[src/rtl/ripple_down_timer.sv]
// ripple_down_timer: loadable down-counter/timer with a one-cycle terminal
// count pulse.
//
// States: IDLE (out holds, en ignored) and RUN (one decrement per enabled
// edge). Per-edge priority is rst > load > en.
//
// Build option: define DOWN_TIMER_AUTORELOAD_EN to make the timer periodic.
// - After the terminal edge it stays in RUN with out == 0 for one enabled
//   period.
// - The next enabled edge then reloads the value captured by the last load.
// - Without the macro the timer drops to IDLE at terminal and holds 0.
//
// Handshake: none. load and en are plain level controls sampled on every
// rising clock edge. There is no valid/ready pair on this block.
module ripple_down_timer #(
    parameter int WIDTH = 4
) (
    input  logic             clk,
    input  logic             rst,
    input  logic             load,
    input  logic [WIDTH-1:0] load_val,
    input  logic             en,
    output logic [WIDTH-1:0] out,
    output logic             zero,
    output logic             tc,
    output logic             busy
);

    typedef enum logic {
        IDLE = 1'b0,
        RUN  = 1'b1
    } state_t;

    localparam logic [WIDTH-1:0] CNT_ZERO = '0;
    localparam logic [WIDTH-1:0] CNT_ONE  = WIDTH'(1);

    state_t           state;
    logic [WIDTH-1:0] reload_reg;

    // Zero flag follows the registered count directly.
    assign zero = (out == CNT_ZERO);

    // Timer FSM: count register, reload register, tc pulse and busy flag.
    // busy is registered alongside state so it always mirrors RUN.
    always_ff @(posedge clk or posedge rst) begin
        if (rst) begin
            state      <= IDLE;
            out        <= CNT_ZERO;
            tc         <= 1'b0;
            busy       <= 1'b0;
            reload_reg <= CNT_ZERO;
        end else begin
            // tc is a single-cycle pulse; it is only raised on the terminal edge.
            tc <= 1'b0;
            if (load) begin
                // A load always wins, including on the terminal edge,
                // so no tc is produced here.
                reload_reg <= load_val;
                out        <= load_val;
                if (load_val != CNT_ZERO) begin
                    state <= RUN;
                    busy  <= 1'b1;
                end else begin
                    state <= IDLE;
                    busy  <= 1'b0;
                end
            end else if (state == RUN && en) begin
                if (out > CNT_ONE) begin
                    out <= out - CNT_ONE;
                end else if (out == CNT_ONE) begin
                    // Terminal edge.
                    out <= CNT_ZERO;
                    tc  <= 1'b1;
`ifdef DOWN_TIMER_AUTORELOAD_EN
                    if (reload_reg == CNT_ZERO) begin
                        state <= IDLE;
                        busy  <= 1'b0;
                    end
`else
                    state <= IDLE;
                    busy  <= 1'b0;
`endif
                end else begin
`ifdef DOWN_TIMER_AUTORELOAD_EN
                    // out == 0 in RUN: this is the reload period after a terminal.
                    if (reload_reg != CNT_ZERO) begin
                        out <= reload_reg;
                    end else begin
                        state <= IDLE;
                        busy  <= 1'b0;
                    end
`else
                    // Without auto-reload, RUN is never entered or kept with a
                    // zero count. Holding here keeps the counter from underflowing.
                    out <= out;
`endif
                end
            end
        end
    end

endmodule

[config.mk]
export PLATFORM = sky130hd
export DESIGN_NAME = ripple_down_timer
export DESIGN_NICKNAME = d
export VERILOG_FILES = /design/src/rtl/ripple_down_timer.sv
export SDC_FILE = /design/constraint.sdc
export NUM_CORES = 1
export LEC_CHECK = 0
export ABC_CLOCK_PERIOD_IN_PS = 3450
export CAP_MARGIN = 15
export CORE_AREA = 2 2 39 41
export CTS_CLUSTER_DIAMETER = 120
export CTS_CLUSTER_SIZE = 20
export DETAILED_ROUTE_END_ITERATION = 12
export DIE_AREA = 0 0 41 43
export HOLD_SLACK_MARGIN = 0.08
export PLACE_DENSITY = 0.61
export SLEW_MARGIN = 10
export SYNTH_ARGS = -nofsm -noshare
export SYNTH_HDL_FRONTEND = slang
export SYNTH_SLANG_ARGS = --single-unit
[constraint.sdc]
create_clock -name clk -period 3.45 [get_ports clk]
set_clock_uncertainty 0.1 [all_clocks]
set_input_delay 0.8625 -clock clk [delete_from_list [all_inputs] [get_ports clk]]
set_output_delay 0.8625 -clock clk [all_outputs]
set_load 0.1 [all_outputs]
# Yosys cells after proc, flatten, opt, wreduce, memory -nomap -nowiden
# Cells that the tools add are included.
# totals
register_bits	6
output_inout_bits	7
word_cells	28
# op_classes
n_lt_le_gt_ge	1
addsub	1
eq_ne	2
n_mux	13
reduce_logical	8
# op_table
operator	count
two-way mux 4 bit	4
two-way mux 1 bit	9
== test 4 x 1 -> 1 bit (second input constant)	1
> comparator 4 x 1 -> 1 bit (second input constant)	1
zero test 4 bit	1
nonzero test 2 bit	2
nonzero test 4 bit	1
subtractor 4 x 1 -> 4 bit (second input constant)	1
AND reduction 3 bit	1
nonzero test 3 bit	1
!= test 2 bit (second input constant)	1
AND reduction 2 bit	1
logical AND 1 bit	1

# Depth between registers and ports, before layout
# logic_depth
ltp_word	5
depth_mapped	5
mapped_depth_nobuf	5

# Worst setup path before layout
# Ideal clock, no wire load.
# synth_timing
path_type	register to output
from	register out[3]
to	output port zero
required_ps	2487
path_stages_with_launch	3
path_buffers	0
path_slack_ps	14
arrival_ps	2474
path_cell_list	dfrtp_1 or2_4 nor2_1
# synth_via
elab_chain_len	1
# synth_lines
item	line_no	source
start: declaration	23	output logic [WIDTH-1:0] out,
start signal: assignment	59	out <= load_val;
start signal: assignment	69	out <= out - CNT_ONE;
start signal: assignment	95	out <= out;
zero test 4 bit	41	assign zero = (out == CNT_ZERO);
end: declaration	24	output logic zero,
# Every way passes these cells.

# Worst setup path after layout
# Ends and elaborated chain as after synthesis.

==> results.json <==
{
  "status": "complete, no violations",
  "nets": 72,
  "fin_crit_sh_pct": 67.8,
  "hp-class": "register to register",
  "vias": 373,
  "synth_most_common_cell": "dfrtp_1",
  "cp_max_fo": 7,
  "syn-cell-area_um2": 410,
  "track_usage_pct": 13.1,
  "ctsResizeCount": 0,
  "synth_cell_types": 20,
  "p_int_uw": 160,
  "path_cells": "or2_4 > nor2_1 > buf_4",
  "multiInputGateArea_um2": 236,
  "antenna_found_initial": 0,
  "slowest_stage": "dfrtp_1",
  "portBuffers": 14,
  "required_ns": 2.49,
  "irDropWorstVdd_mv": 0.224,
  "tns_ns": 0,
  "synth_nets": 54,
  "place.gp.congestion": 0.698,
  "cts_sinks": 6,
  "wirelength_um": 863,
  "slowest_delay_ns": 0.44,
  "die_y_um": 43,
  "synthArstFlopShare_pct": 100,
  "cts_made_buffers": 3,
  "cts_buffer_depth": 2,
  "first_global_vias": 336,
  "p_switching_uw": 143,
  "critPathBufInv": 1,
  "tightestPinTransition_ns": 0.358,
  "dieArea_um2": 1760,
  "postLayoutCoreUtil_pct": 41.2,
  "cp_top_family": "flip-flops",
  "synthTopCellsByArea": "dfrtp_1 (37%), ha_1 (9.1%), nor4b_4 (5.8%)",
  "ys_seq_elements": 6,
  "grt_max_degree": 11,
  "nFillCells": 147,
  "cts.clk_slew.worst_paths_ns": 0.04,
  "switching_share_pct": 47.3,
  "grt_overflow": 0,
  "combPwrFrac_pct": 48.5,
  "syn_area_per_cell_um2": 9.54,
  "post_cts_buffers": 0,
  "cts_tree": "yes",
  "routed_via_density": 4.97,
  "core.rowCount": 14,
  "cp.arrival_ns": 1.38,
  "ys.flop_type": "dfrtp_1",
  "ant_nets": 0,
  "drc": 0,
  "max_slew_margin_pct": 76.0,
  "leakagePower_uw": 0.000261,
  "clkPwrFrac_pct": 21.1,
  "dp_hpwl_um": 694,
  "initialDrtViolationCount": 7,
  "clkLatencyLatePin_ns": 0.24,
  "finalWorstSetupSlack_ns": 1.11,
  "cts_htree_levels": 1,
  "critPathCaptureType": "output port",
  "post_drt_wl_per_cell_um": 11.5,
  "synth_edf_count": 0,
  "seq_area_frac_synth_pct": 36.6,
  "hold_viol": 0,
  "path_class": "register to output port",
  "synth_top_area_share_pct": 36.6,
  "rsz0062_at_grt": "false",
  "dp_cells": 72,
  "synthTopCellsByCount": "dfrtp_1 (6), inv_1 (5), nand2_1 (5)",
  "regArea_um2": 150,
  "core_um2": 1380,
  "drive_gt1_share_pct": 23.7,
  "stdcell_count": 75,
  "synth_area_leader_cell": "dfrtp_1",
  "fin_crit_ns": 2.34,
  "netlist_instances": 43,
  "pwr-share-seq_pct": 30.4,
  "power_density_nw_per_um2": 531,
  "fmax_mhz": 428,
  "pre_cts_slack_ns": 1.18,
  "cts_root_buf": "clkbuf_4",
  "setup_viol": 0,
  "initial_core_util_pct": 29.7,
  "fp.dieW_um": 41,
  "cp-start-kind": "register",
  "diodes": 0,
  "max-cap-violations": 0,
  "grt_pass1_wl_um": 1400,
  "cts_hold_buf": 0,
  "drtPass1Iterations": 4,
  "yosysWarnings": 0,
  "io_pins": 15,
  "area_delta_synth_final_pct": 39.0,
  "drv_slew": 0
}
area by class of cell:
type | instances | share of cell area, %
clock buffers | 3 | 3.95
repair buffers | 14 | 21.5
flip-flops and latches | 6 | 26.3
inverters | 5 | 3.29
well taps | 16 | 3.51
multi-input cells | 31 | 41.4
cells in the final DEF (no fill, tap or decap), drive strengths merged:
master         instances
a211oi                 1
and3b                  1
buf                    7
clkbuf                 3
clkdlybuf4s50          7
dfrtp                  6
ha                     3
inv                    5
mux2i                  1
nand2                  5
nand3                  3
nor2                   3
nor2b                  1
nor4                   2
nor4b                  2
o211ai                 2
o21ai                  3
o221ai                 2
o31a                   1
or2                    1
power groups by stage:
| stage | Sequential, µW | Combinational (µW) | Clock (µW) |
|---|---|---|---|
| 2_1_floorplan | 151 | 54.9 | 0 |
| 3_5_place_dp | 93.1 | 148 | 0 |
| 3_3_place_gp | 92.9 | 149 | 0 |
| 6_report | 92.3 | 147 | 63.8 |
| 4_1_cts | 92.2 | 148 | 67.4 |
| 5_1_grt | 93.8 | 156 | 73.4 |
state kept, by name (all words and copies together), names as in the netlist:
signal	cells
out	4
state	1
tc	1
worst paths after layout:
path	to	start	cells after the start	slack, ns
setup / recovery	zero	out[3]$_DFFE_PP0P_	3	1.11
hold / removal	out[0]$_DFFE_PP0P_	out[0]$_DFFE_PP0P_	1	0.55
setup reg to reg	out[1]$_DFFE_PP0P_	out[0]$_DFFE_PP0P_	5	1.96
hold reg to reg	out[0]$_DFFE_PP0P_	out[0]$_DFFE_PP0P_	1	0.55
max in group asynchronous	out[0]$_DFFE_PP0P_	rst	2	2.32
min in group asynchronous	tc$_DFF_PP0_	rst	2	0.73
worst register-to-register path, cell delays in order, from the launching register on:
cell      delay (ns)
dfrtp_1         0.46
inv_1           0.10
ha_1            0.24
nor4b_2         0.17
o21ai_0         0.16
o221ai_1        0.13
through the flow:
stage | total power, µW | area, µm² | hold slack [ns]
floorplan | 206 | 410 | 0.553
global placement | 241 | 548 | 0.520
detailed placement | 241 | 548 | 0.543
CTS | 307 | 571 | 0.555
global route | 324 | 571 | 0.580
finish | 303 | 571 | 0.546
kinds of logic (layout without fill, tap and decap cells):
family / Yosys count / in the layout / synth area share (%)
buffers and inverters: 6 / 22 / 5.79
AND/OR/NAND/NOR: 18 / 18 / 29.3
multiplexers: 1 / 1 / 2.44
adder cells (fa/ha/maj): 3 / 3 / 9.15
AO/OA/AOI/OAI: 9 / 9 / 16.8
flip-flops: 6 / 6 / 36.6
layer usage:
metal  vias to the layer above  global-route usage (%)  part of all wire (%)
met3                         2                    4.71                   6.3
met1                       163                    13.8                    42
met2                        18                    17.2                    48
met4                         0                    16.0                   3.1
li1                        190                       -                     -
met5                         -                       0                     0
No activity file was read; power rests on OpenSTA's default activity.
